<file path="config.mk">
export PLATFORM = sky130hd
export DESIGN_NAME = aes_output_buffer_flat
export DESIGN_NICKNAME = d
export VERILOG_FILES = /design/src/rtl/aes_output_buffer_if.sv /design/src/rtl/aes_output_buffer.sv /design/src/flat_wrapper.sv
export SDC_FILE = /design/constraint.sdc
export NUM_CORES = 1
export LEC_CHECK = 0
export BUFFER_PORTS_ARGS = -buffer_cell sky130_fd_sc_hd__buf_2
export CORE_UTILIZATION = 28
export CTS_BUF_LIST = sky130_fd_sc_hd__clkbuf_8
export CTS_CLUSTER_DIAMETER = 50
export DETAILED_ROUTE_END_ITERATION = 8
export PLACE_DENSITY = 0.55
export SLEW_MARGIN = 20
export SYNTH_ARGS = -nofsm -noshare
export SYNTH_HDL_FRONTEND = slang
export SYNTH_SLANG_ARGS = --single-unit
</file>
<file path="constraint.sdc">
create_clock -name clk -period 4.5 [get_ports clk]
set_clock_uncertainty 0.05 [all_clocks]
set_input_delay 0.675 -clock clk [delete_from_list [all_inputs] [get_ports clk]]
set_output_delay 0.675 -clock clk [all_outputs]
set_load 0.005 [all_outputs]
</file>
<file path="src/rtl/aes_output_buffer_if.sv">
// aes_output_buffer_if: block capture and word stream signals of the AES output buffer
//   slave  : buffer side (takes blocks, drives words)
//   master : environment side (drives blocks, takes words)
interface aes_output_buffer_if;
  logic         i_data_done;
  logic [127:0] i_data;
  logic         o_is_full;
  logic [31:0]  o_word;
  logic         o_word_valid;
  logic         i_word_ready;
  logic         o_block_last;
  logic         o_empty;
  modport slave (
    input  i_data_done, i_data, i_word_ready,
    output o_is_full, o_word, o_word_valid, o_block_last, o_empty
  );
  modport master (
    output i_data_done, i_data, i_word_ready,
    input  o_is_full, o_word, o_word_valid, o_block_last, o_empty
  );
endinterface

</file>
<file path="src/rtl/aes_output_buffer.sv">
// aes_output_buffer: DEPTH-block FIFO of 128-bit ciphertext streamed out as four 32-bit words
//   clk, rst (async, active-high); bus.slave carries block capture (i_data_done/i_data/o_is_full)
//   and word stream (o_word/o_word_valid/i_word_ready/o_block_last) plus o_empty.
//   AES_OBUF_BYTE_SWAP_EN: reverse byte order within each output word.
module aes_output_buffer #(
  parameter int DEPTH = 4
) (
  input logic clk,
  input logic rst,
  aes_output_buffer_if.slave bus
);
  localparam int AW = $clog2(DEPTH);
  localparam logic [AW:0] FULL = DEPTH[AW:0];
  typedef enum logic {IDLE, SEND} state_t;
  state_t state, state_n;
  logic [127:0] mem [DEPTH];
  logic [AW-1:0] wr_ptr, rd_ptr;
  logic [AW:0] count;
  logic [3:0][31:0] shreg;
  logic [1:0] idx;
  logic push, pop, nonempty, last_taken;
  logic [31:0] w;
  assign nonempty = count != '0;
  assign push = bus.i_data_done && !bus.o_is_full;
  assign last_taken = state == SEND && bus.i_word_ready && idx == 2'd3;
  // Popping straight out of the final word keeps blocks back-to-back with no bubble
  always_comb begin
    pop = nonempty && (state == IDLE || last_taken);
    state_n = state == IDLE ? (nonempty ? SEND : IDLE) : (last_taken && !nonempty ? IDLE : SEND);
  end
  always_ff @(posedge clk or posedge rst)
    if (rst) begin
      state <= IDLE;
      wr_ptr <= '0;
      rd_ptr <= '0;
      count <= '0;
      shreg <= '0;
      idx <= '0;
    end else begin
      state <= state_n;
      wr_ptr <= push ? wr_ptr + AW'(1) : wr_ptr;
      rd_ptr <= pop ? rd_ptr + AW'(1) : rd_ptr;
      count <= count + {{AW{1'b0}}, push} - {{AW{1'b0}}, pop};
      if (pop) begin
        shreg <= mem[rd_ptr];
        idx <= '0;
      end else if (state == SEND && bus.i_word_ready) idx <= idx + 2'd1;
    end
  always_ff @(posedge clk)
    if (push) mem[wr_ptr] <= bus.i_data;
  // ~idx selects word 3-idx, i.e. most significant word first
  assign w = bus.o_word_valid ? shreg[~idx] : 32'h0;
`ifdef AES_OBUF_BYTE_SWAP_EN
  assign bus.o_word = {w[7:0], w[15:8], w[23:16], w[31:24]};
`else
  assign bus.o_word = w;
`endif
  assign bus.o_word_valid = state == SEND;
  assign bus.o_block_last = bus.o_word_valid && idx == 2'd3;
  assign bus.o_is_full = count == FULL;
  assign bus.o_empty = !nonempty && state == IDLE;
endmodule
</file>
<file path="src/flat_wrapper.sv">
// flat-port wrapper written by rule: the top's interface ports become plain ports
module aes_output_buffer_flat 
#(
  parameter int DEPTH = 4
)
  (clk, rst, bus_i_data_done, bus_i_data, bus_i_word_ready, bus_o_is_full, bus_o_word, bus_o_word_valid, bus_o_block_last, bus_o_empty);
  aes_output_buffer_if bus_i ();
  input logic clk;
  input logic rst;
  input wire logic [$bits(bus_i.i_data_done)-1:0] bus_i_data_done;
  input wire logic [$bits(bus_i.i_data)-1:0] bus_i_data;
  input wire logic [$bits(bus_i.i_word_ready)-1:0] bus_i_word_ready;
  output wire logic [$bits(bus_i.o_is_full)-1:0] bus_o_is_full;
  output wire logic [$bits(bus_i.o_word)-1:0] bus_o_word;
  output wire logic [$bits(bus_i.o_word_valid)-1:0] bus_o_word_valid;
  output wire logic [$bits(bus_i.o_block_last)-1:0] bus_o_block_last;
  output wire logic [$bits(bus_i.o_empty)-1:0] bus_o_empty;
  assign bus_i.i_data_done = bus_i_data_done;
  assign bus_i.i_data = bus_i_data;
  assign bus_i.i_word_ready = bus_i_word_ready;
  assign bus_o_is_full = bus_i.o_is_full;
  assign bus_o_word = bus_i.o_word;
  assign bus_o_word_valid = bus_i.o_word_valid;
  assign bus_o_block_last = bus_i.o_block_last;
  assign bus_o_empty = bus_i.o_empty;
  aes_output_buffer #(.DEPTH(DEPTH)) u_core (.clk(clk), .rst(rst), .bus(bus_i));
endmodule
</file>
### After elaboration in Yosys (flattened, before gate mapping)

Memory sizes are Yosys's and may differ from the RTL's. A register that Yosys moved wholly into a read port is not among the register bits.
Index checks and enable logic that the tools add are counted.

| operators by class | value |
|---|---|
| order comparisons | 1 |
| eq/ne operators | 2 |
| bitwise logic cells | 2 |
| muxes and demuxes | 10 |
| reduce and logical (&&, ||, !) cells | 12 |
| $add $sub $neg | 5 |

Operators by type and width:

| kind | count |
|---|---|
| $bmux 32 s2 | 1 |
| $mux 32 | 2 |
| $logic_and 1x1->1 | 7 |
| $add 2x1->2 const B | 3 |
| $mux 1 | 5 |
| $mux 2 | 2 |
| $add 3x1->3 | 1 |
| $eq 3x3->1 const B | 1 |
| $lt 2x3->1 const B | 1 |
| $reduce_bool 3->1 | 1 |
| $sub 3x1->3 | 1 |
| $eq 2x2->1 const B | 1 |
| $logic_not 1->1 | 2 |
| $not 2->2 | 1 |
| $reduce_bool 2->1 | 1 |
| $logic_or 1x1->1 | 1 |
| $not 1->1 | 1 |

| storage, ports and cells | value |
|---|---|
| memory bits (writable) | 512 |
| output and inout bits | 36 |
| memories | 1 |
| input bits | 132 |
| word-level logic and storage cells | 38 |
| register bits | 10 |

Memories:

| memory | words | width | read ports | clocked after memory_dff | write ports | RTL line | text |
|---|---|---|---|---|---|---|---|
| u_core.mem | 4 | 128 | 1 | 1 | 1 | aes_output_buffer.sv:16 | `logic [127:0] mem [DEPTH];` |

### Logic depth before layout (Yosys ltp)

| depth | value |
|---|---|
| word-level depth | 5 |
| mapped depth | 8 |
| gate-level depth less buffers | 8 |

### Worst setup path before layout

No wires, ideal clock.

| timing path | value |
|---|---|
| kind | input -> register |
| from | input bus_i_data_done |
| to | memory u_core.mem[2][0], enable pin |
| buffers on the path | 1 |
| path slack | -0.039 ns |
| cell stages on the path | 3 |
| required time | 3.948 ns |
| arrival | 3.986 ns |
| library setup time | 0.502 ns |
| cell sequence | nor2b_1 > clkbuf_1 > and2_1 |

| between the ends | value |
|---|---|
| word-level cells in the longest chain between the ends | 3 |

Ends and longest elaborated chain:

| element | RTL line | text |
|---|---|---|
| start, declared | flat_wrapper.sv:10 | `input wire logic [$bits(bus_i.i_data_done)-1:0] bus_i_data_done;` |
| $logic_and 1x1->1 | aes_output_buffer.sv:24 | `assign push = bus.i_data_done && !bus.o_is_full;` |
| net u_core.push | aes_output_buffer.sv:21 | `logic push, pop, nonempty, last_taken;` |
| $mux 1 | aes_output_buffer.sv:50 | `if (push) mem[wr_ptr] <= bus.i_data;` |
| $mux 1 (not written as such) | aes_output_buffer.sv:50 |  |
| end, declared | aes_output_buffer.sv:16 |  |

The timed path passes the listed nets, and every way through them passes these cells.

### Worst setup path in the final report

| timing path | value |
|---|---|
| from | register u_core.idx[0] |
| to | output bus_o_word[22] |

| between the ends | value |
|---|---|
| word-level cells in the longest chain between the ends | 4 |

Ends and longest elaborated chain:

| element | RTL line | text |
|---|---|---|
| start, declared | aes_output_buffer.sv:20 | `logic [1:0] idx;` |
| start signal, assigned | aes_output_buffer.sv:47 | `end else if (state == SEND && bus.i_word_ready) idx <= idx + 2'd1;` |
| $not 2->2 | aes_output_buffer.sv:52 | `assign w = bus.o_word_valid ? shreg[~idx] : 32'h0;` |
| $bmux 32 s2 | aes_output_buffer.sv:52 |  |
| $mux 32 (not written as such) | aes_output_buffer.sv:52 |  |
| $mux 32 | aes_output_buffer.sv:52 |  |
| end, declared | flat_wrapper.sv:14 | `output wire logic [$bits(bus_i.o_word)-1:0] bus_o_word;` |

No other way between the ends. The select of a mux whose other input is x is not followed.

==> run metrics <==
Layout Nets=1447; RSZ-0062 raised after global routing=false; Gate power share=0.265; most used flip-flop cell after synthesis=edfxtp_1; part of the power in the clock network=0.271; Die X=299.1 um; pin count of the biggest net entering global routing=87; Worst EP required=3.77 ns; vias=11300; Pwr per Cell Area=661.1 nW/um^2; Sw Pwr=5.489 mW; Worst Tran Pin Value=0.9964 ns; Slowest-stage cell, CP=dfrtp_4; max-cap viol count=0; slew margin rel.=0.3357; FP Rows=108; Post-Layout Inst Area=29240 um^2; syn_nets=1207; CTS H-Tree Depth=3; crit-path cells=mux4_2, and2_1, buf_2; fmax=0.2936 GHz; Vias/cell=4.414; TNS Setup=0 ns; I/O pins=168; global-route wire length before repair=79860 um; Fin Hold WS=0.02242 ns; initial DRC count=403; clk_lat worst skew=0.73 ns; initial cell density of the core=0.2836; Die Ht=299.1 um; CORE AREA=87160 um^2; # DRC=0; port bufs=167; Synth Warn #=0; antenna-violating nets left=0; Worst Setup SP=u_core.idx[0]$_DFFE_PP0P_; clk sinks=650; DRT Pass-1 Iters=5; switching power share of the total=0.2839; CP Data Arrival Time=2.68 ns; Post-Synthesis Cell Area=24720 um^2; vias in the first global route=12490; sequential fraction of design power=0.465; layout cells sized above 1=0.4593; Die ar.=89470 um^2; clock transition at the registers of the reported paths=0.06 ns; Fin. Hold Viols=0; CTS buffer count=109; hold_buf cts=0; asr flop ratio synth=0.2123; Tot GR Track Use=0.1203; TritonCTS clock tree=done; final estimated routing congestion in global placement=0.6929; Final Max Slew Viols=0; EDFF count, synth=512; Routed WL=53150 um; Setup crit end kind=output pin; Max IR drop VDD=0.0002940 V; sequential-to-total area share from yosys stat=0.7617; initial antenna violation count=26; Synth Area per Inst=23.14 um^2; Startpoint Class=flip-flop; post_cts resized=0; Final Setup Violations=0; global route total overflow=0; pre-CTS setup slack=1.566 ns; drt wl/cell=20.77 um; Worst Reg-to-Reg Cells=8; kind of critical path=flip-flop to output pin; CP max stage delay=0.98 ns; outcome=complete, no violations; P_leak=10.15 nW; setup bufs post-CTS=0; Critical R2R Launch=u_core.idx[0]$_DFFE_PP0P_; clock buffer depth=3; HPWL Detailed=29590 um; Worst Hold Class=input port to asynchronous set/reset pin; CP max FO=35; placed cell area=26990 um^2; crit share post-route=0.7568; flops & latches, synth=650; Area Growth Syn to Fin=18.30%; Cell Int Power=13.84 mW; setup ws final=1.094 ns; R2R setup slack=1.61 ns; Synth cell types=29; crit path to=bus_o_word[22]; Synth Instances=1068; Root Driver=clkbuf_8; Min Clock Period, post-route=3.406 ns; reg-to-reg endpoint=u_core.count[2]$_DFF_PP0_
==> kinds of logic after synthesis <==
kind of cell / share of synthesized area
fa+ha+maj: 0.003847
simple gates: 0.01321
buf+inv: 0.01392
xor+xnor: 0.001772
flops: 0.7617
mux: 0.2045
compound gates: 0.001013
==> worst max-delay path: cells and delay by family, from the launching register on <==
| kind | cells | cell delay, ns |
|---|---|---|
| muxes | 1 | 0.60 |
| buffers and inverters | 1 | 0.14 |
| DFF | 1 | 0.98 |
| and+or+nand+nor | 1 | 0.22 |
==> how the worst min path moves through the flow <==
stage / start / depth (start not counted) / slack (ns) / to
floorplan: u_core.shreg[34]$_DFFE_PP0P_ / 1 / 0.43 / u_core.shreg[34]$_DFFE_PP0P_
global placement: u_core.shreg[64]$_DFFE_PP0P_ / 1 / 0.43 / u_core.shreg[64]$_DFFE_PP0P_
detailed placement: u_core.shreg[87]$_DFFE_PP0P_ / 1 / 0.44 / u_core.shreg[87]$_DFFE_PP0P_
CTS: bus_i_data[88] / 1 / 0.01 / u_core.mem[0][88]$_DFFE_PP_
global route: bus_i_data[57] / 1 / 0.04 / u_core.mem[1][57]$_DFFE_PP_
finish: rst / 2 / 0.02 / u_core.shreg[11]$_DFFE_PP0P_
==> cell type report <==
class,count,area [um^2]
Fill cell,8236,57920
Sequential cell,650,18840
Multi-Input combinational cell,358,5564
Clock buffer,127,1748
Tap cell,1155,1445
Timing Repair Buffer,185,1121
Clock inverter,78,498.0
Inverter,4,20.02
Antenna cell,2,5.005
==> Yosys cell counts (all sizes together), types with 2 or more instances <==
| master | instances | area share |
|---|---|---|
| xor2 | 2 | 0.00071 |
| nor2b | 2 | 0.00051 |
| nand3 | 2 | 0.00040 |
| mux4 | 160 | 0.15 |
| ha | 6 | 0.0030 |
| xnor2 | 3 | 0.0011 |
| and2 | 37 | 0.0094 |
| buf | 44 | 0.011 |
| clkbuf | 12 | 0.0018 |
| nand2 | 3 | 0.00046 |
| nor3b | 2 | 0.00061 |
| mux2 | 129 | 0.059 |
| o21ai | 2 | 0.00040 |
| edfxtp | 512 | 0.62 |
| dfrtp | 138 | 0.14 |
| inv | 4 | 0.00061 |
==> registers in the layout, summed over array words and instances (netlist names) <==
signal and count:
u_core.mem 512, u_core.wr_ptr 2, u_core.count 3, u_core.idx 2
u_core.shreg 128, u_core.bus.o_word_valid 1, u_core.rd_ptr 2
==> layout by cell type (no fill, tap or decap), types with 2 or more instances in the layout <==
master        n
and2_1       33
buf_4         6
xnor2_1       3
dfrtp_4       3
and2_4        4
clkinvlp_4    3
mux4_2      160
dfrtp_2       2
diode_2       2
ha_1          6
nor3b_1       2
inv_6         5
xor2_1        2
buf_2       167
clkbuf_8    127
mux2_2      129
nand2_1       3
clkinv_4      2
buf_12       12
nor2b_1       2
bufinv_16     5
clkinv_2     16
dfrtp_1     133
clkinv_1     12
edfxtp_1    512
o21ai_0       2
nand3_1       2
inv_1        38
==> metal layers <==
metal	vias to the layer above	global-route usage	wire, um
met5	-	0	264
met4	42	0.03596	977
met3	123	0.04450	3783
met2	248	0.1939	25590
met1	5982	0.1508	22540
li1	4900	-	-
==> power by group through the flow <==
stage	clock network (mW)	logic [mW]	registers [mW]
floorplan	0	3.98	8.64
global placement	0	5.25	9.07
detailed placement	0	5.30	9.14
CTS	5.43	5.32	9.03
global route	5.67	5.57	9.18
finish	5.23	5.12	8.99
==> stage by stage <==
step,power [mW],std cells,utilization
after global placement,14.32,2352,0.3097
final,19.33,2559,0.3355
after global routing,20.42,2557,0.3355
after CTS,19.78,2557,0.3355
after floorplan,12.62,1068,-
after detailed placement,14.44,2352,0.3097
Note: power is estimated with default switching activity, not from simulation.
